File: config.mk
export PLATFORM = sky130hd
export DESIGN_NAME = serial_add_ctrl
export DESIGN_NICKNAME = d
export VERILOG_FILES = /design/src/rtl/serial_add_ctrl.sv
export SDC_FILE = /design/constraint.sdc
export NUM_CORES = 1
export LEC_CHECK = 0
export BUFFER_PORTS_ARGS = -buffer_cell sky130_fd_sc_hd__clkbuf_2
export CORE_MARGIN = 2
export CORE_UTILIZATION = 58
export CTS_CLUSTER_DIAMETER = 50
export CTS_CLUSTER_SIZE = 24
export DETAILED_ROUTE_END_ITERATION = 6
export PLACE_DENSITY = 0.95
export SLEW_MARGIN = 30
export SYNTH_ARGS = -nofsm -noshare
export SYNTH_HDL_FRONTEND = slang
export SYNTH_SLANG_ARGS = --single-unit
File: constraint.sdc
create_clock -name clk -period 3.4 [get_ports clk]
set_input_delay 0.51 -clock clk [delete_from_list [all_inputs] [get_ports clk]]
set_output_delay 0.51 -clock clk [all_outputs]
set_load 0.05 [all_outputs]
File: src/rtl/serial_add_ctrl.sv
// -----------------------------------------------------------------------------
// serial_add_ctrl
//
// Bit-serial adder with a small controlling FSM. One operation computes
// a + b + cin, one bit per clock, LSB first. The datapath is a single 1-bit
// cell made of two half adders and a carry register.
//
// Ports
//   clk    in   rising-edge clock
//   rst    in   synchronous active-high reset
//   start  in   request a new addition (accepted when the FSM is ready)
//   a, b   in   WIDTH-bit operands, captured on the accepting edge
//   cin    in   carry-in, captured on the accepting edge
//   busy   out  high while bits are being processed (WIDTH cycles)
//   done   out  one-cycle pulse when sum/carry hold a new result
//   sum    out  registered WIDTH-bit result
//   carry  out  registered carry-out of the MSB
//   ovf    out  registered signed overflow (only with SERIAL_ADD_OVF_EN)
//
// Configuration
//   SERIAL_ADD_OVF_EN  when defined, adds the ovf port and its logic.
//
// Timing for an accept on edge E0: bits are processed on edges E0+1..E0+WIDTH.
// The last of these loads sum/carry and enters DONE. The edge that leaves
// DONE (E0+WIDTH+1) is also the earliest edge that can accept a new start.
// This gives back-to-back operations a period of WIDTH+1 cycles.
// -----------------------------------------------------------------------------
module serial_add_ctrl #(
  parameter int WIDTH = 8
) (
  input  logic             clk,
  input  logic             rst,
  input  logic             start,
  input  logic [WIDTH-1:0] a,
  input  logic [WIDTH-1:0] b,
  input  logic             cin,
  output logic             busy,
  output logic             done,
  output logic [WIDTH-1:0] sum,
  output logic             carry
`ifdef SERIAL_ADD_OVF_EN
  ,
  output logic             ovf
`endif
);

  localparam int CW = (WIDTH > 2) ? $clog2(WIDTH) : 1;
  localparam logic [CW-1:0] CNT_LAST = CW'(WIDTH - 1);

  typedef enum logic [1:0] {
    IDLE = 2'd0,
    RUN  = 2'd1,
    DONE = 2'd2
  } state_t;

  state_t           state;
  logic [WIDTH-1:0] a_sh;
  logic [WIDTH-1:0] b_sh;
  logic [WIDTH-1:0] psum;
  logic             c_reg;
  logic [CW-1:0]    cnt;

  // One-bit cell: the first half adder combines the operand bits, and the
  // second one folds in the running carry.
  logic ha1_s, ha1_c, ha2_c, bit_s, c_next;

  assign ha1_s  = a_sh[0] ^ b_sh[0];
  assign ha1_c  = a_sh[0] & b_sh[0];
  assign bit_s  = ha1_s ^ c_reg;
  assign ha2_c  = ha1_s & c_reg;
  assign c_next = ha1_c | ha2_c;

  // Controller and datapath registers. The partial sum fills from the MSB
  // side. After WIDTH shifts it is aligned, so the final bit is merged
  // directly into sum on the completion edge.
  always_ff @(posedge clk) begin
    if (rst) begin
      state <= IDLE;
      a_sh  <= '0;
      b_sh  <= '0;
      psum  <= '0;
      c_reg <= 1'b0;
      cnt   <= '0;
      busy  <= 1'b0;
      done  <= 1'b0;
      sum   <= '0;
      carry <= 1'b0;
`ifdef SERIAL_ADD_OVF_EN
      ovf   <= 1'b0;
`endif
    end else begin
      case (state)
        // DONE behaves like IDLE for acceptance. This means its exit edge
        // can start the next operation immediately.
        IDLE, DONE: begin
          done <= 1'b0;
          if (start) begin
            a_sh  <= a;
            b_sh  <= b;
            c_reg <= cin;
            cnt   <= '0;
            busy  <= 1'b1;
            state <= RUN;
          end else begin
            state <= IDLE;
          end
        end

        RUN: begin
          a_sh  <= a_sh >> 1;
          b_sh  <= b_sh >> 1;
          psum  <= {bit_s, psum[WIDTH-1:1]};
          c_reg <= c_next;
          if (cnt == CNT_LAST) begin
            // On the MSB step, c_reg is the carry into the MSB.
            sum   <= {bit_s, psum[WIDTH-1:1]};
            carry <= c_next;
`ifdef SERIAL_ADD_OVF_EN
            ovf   <= c_reg ^ c_next;
`endif
            busy  <= 1'b0;
            done  <= 1'b1;
            state <= DONE;
          end else begin
            cnt <= cnt + CW'(1);
          end
        end

        default: begin
          busy  <= 1'b0;
          done  <= 1'b0;
          state <= IDLE;
        end
      endcase
    end
  end

endmodule

==> impl_metrics.toml <==
[synth]
dominantRegCellSynth = "dfxtp_1"
syn_area_per_cell_um2 = 8.631
yosys_warnings = 0
synth-async-reset-ratio = 0
yosys.area.top_type_share = 0.4734
leading_cell_type_by_number_of_instances_after_synthesis = "nand2_1"
post-synth-top-area-cell = "dfxtp_1"
number_of_synthesized_flops_with_an_enable_pin = 0
yosysSeqAreaShare = 0.4734
syn-cell-area_mm2 = 0.001692
syn-instance-count = 196
netlist-cell-type-count = 20
synth_common_cells = "57 x nand2_1, 40 x dfxtp_1, 23 x a21oi_1, 17 x nor2_1, 14 x nand3_1"
synthesis.nets = 219
synth_register_bits = 40
synth.area.top_cells = "dfxtp_1 47%, nand2_1 13%, a311oi_2 12%, a21oi_1 6.8%, nand3_1 4.1%"

[floorplanning]
initial_utilization = 0.6134
fp.coreArea_mm2 = 0.002758
io_pins = 31
die_width_um = 58.01
die_h_um = 58.01
num_rows = 19
die-area_mm2 = 0.003365

[timing]
final-max-slew-violation-count = 0
final.min_clock_period_ns = 1.708
rsz0062_at_grt = "no"
fin_tns_setup_ns = 0
period_share = 0.5024
max-slew-margin-rel = 0.3884
report.final.hold_viol_count = 0
max_freq_mhz = 585.5
setup_violations = 0
worst_clock_skew_ns = 0.005610
tightestPinTransition_ns = 0.9173

[global_routing]
grt_start_max_net_pins = 42
use_met1 = 0.2514
gr-usage-met3 = 0.06027
first_global_vias = 1254
grt-ovfl-total = 0
grt_max_usage_layer = "met2"
antenna_found_initial = 0
grtUsageMet2 = 0.3393
globalRouteTotalUtil = 0.2040
global_route_wire_length_before_repair_um = 5292

[layout]
top_regs = "a_sh (8), b_sh (8), sum (8)"
finish.cell_count_without_fillers = 250
synthToLayoutAreaGrowth_pct = 9.616
num_antenna_cells = 0
fillCellCount = 232
post_route_cells_drive_above_1_share = 0.2374
postLayoutCellArea_mm2 = 0.001854
fin_nets = 241

[clocking]
cts_num_sinks = 40
hold_fix_buffers_cts = 0
max-clock-path-buffers = 2
clk_root_buffer_cell = "clkbuf_4"
post_cts.resized_instances = 0
cts_htree_levels = 2
post_cts_setup_repair_bufs = 0
worst_setup_hold_path_clk_slew_ns = 0.11
cts_made_buffers = 5
cts_tree = "built"
clock_latency_ns = 0.34

[drt]
detailroute.via_count = 1359
route.detailed.drc = 0
drt_pass1_iterations = 4
first_iter_violations = 41
wire_per_inst_um = 12.17
vias_per_cell = 5.436
drtAntennaViolNets = 0
wirelength_um = 3043

[power_and_ir_drop]
worst_ir_drop_vdd_mv = 0.3995
cellLeakagePower_nw = 0.7135
p_per_area_mw_per_mm2 = 466.2

[setup_path]
path_buf_inv = 0
setup.worst_path.start_class = "register"
critPathKind = "register to register"
cell_chain_critical_path = "ha_1, ha_1, or3b_1, nand3_1, a21oi_1"
path_delay_family = "simple AND/OR/NAND/NOR gates"
cpMaxStageDelayCell = "or3b_1"
cp_data_arrival_time_ns = 1.91
critical_path_required_ns = 3.60
timing.critical_path.fanout_max = 15
crit_path_frequent_cell = "ha_1"
cpPeakStageDelay_ns = 0.50
critPathCaptureType = "register"

[job]
timing.max_cap.violations = 0

[placed_design]
portBuffers = 30
cell_area_reported_after_detailed_placement_mm2 = 0.001793
dp_hpwl_um = 2010
dpl.cell_count = 242
gpl.final_weighted_congestion = 0.6730

[outcome]
run_status = "finished clean"

[min_path]
timing.hold.worst.class = "primary input to register"
per-layer routing:
| layer | part of all wire | vias to the layer above | wire (µm) |
|---|---|---|---|
| met3 | 0.051 | 5 | 154 |
| li1 | - | 712 | - |
| met5 | 0 | - | 0 |
| met2 | 0.49 | 34 | 1498 |
| met4 | 0.013 | 0 | 41 |
| met1 | 0.44 | 608 | 1349 |
through the flow:
| step | setup slack, ns | power [mW] | hold slack [ns] | utilization |
|---|---|---|---|---|
| floorplan | 1.993 | 0.6112 | 0.4366 | - |
| global placement | 1.372 | 0.6254 | 0.4413 | 0.6493 |
| detailed placement | 1.701 | 0.6286 | 0.4465 | 0.6502 |
| CTS | 1.689 | 0.8683 | 0.3698 | 0.6715 |
| global route | 1.531 | 0.9086 | 0.3607 | 0.6724 |
| finish | 1.692 | 0.8645 | 0.3747 | 0.6724 |
cells in the final DEF (no fill, tap or decap):
master	count
buf_4	1
nor3b_1	2
clkbuf_1	2
a21oi_1	23
clkbuf_4	5
nor3_1	1
nand3_1	14
nor2b_2	2
fa_1	1
o21ai_0	1
ha_1	2
nor2_1	17
nand3b_1	1
or3b_1	1
clkbuf_2	30
a311oi_2	13
clkbuf_8	1
nand2b_1	3
nand2_1	57
a311oi_1	2
dfxtp_1	40
worst min-delay path, delay by kind of cell:
kind,cells,cell delay [ns]
buf+inv,1,0.08
simple gates,1,0.05
compound gates,1,0.05
power breakdown:
part / internal (mW) / switching [mW] / leakage (nW)
Sequential: 0.492 / 0.0148 / 0.327
Clock: 0.102 / 0.144 / 0.0326
Combinational: 0.0423 / 0.0689 / 0.354
Total: 0.637 / 0.228 / 0.713
cells by family (layout without fill, tap and decap cells):
logic type                 after synthesis  count (layout)  share of synthesized area
and+or+nand+nor                         98              98                     0.2456
DFF                                     40              40                     0.4734
buffers and inverters                   16              39                    0.05769
adders and majority gates                3               3                    0.02663
AOI/OAI and AO/OA                       39              39                     0.1967
final timing paths:
path	startpoint	endpoint	slack [ns]	depth (start not counted)
worst max-delay path	cnt[0]$_SDFFE_PP0P_	cnt[0]$_SDFFE_PP0P_	1.69	5
worst min register to register	sum[2]$_SDFFE_PP0P_	sum[2]$_SDFFE_PP0P_	0.46	2
worst min-delay path	b[7]	b_sh[7]$_SDFFE_PP0P_	0.37	3
worst max register to register	cnt[0]$_SDFFE_PP0P_	cnt[0]$_SDFFE_PP0P_	1.69	5
cell type report:
type	instances	area (µm²)	area share
flip-flops and latches	40	800.8	0.4318
multi-input cells	140	798.3	0.4305
repair buffers	31	157.7	0.08502
clock buffers	8	58.81	0.03171
well taps	31	38.79	0.02092
Note: power is estimated with default switching activity, not from simulation.
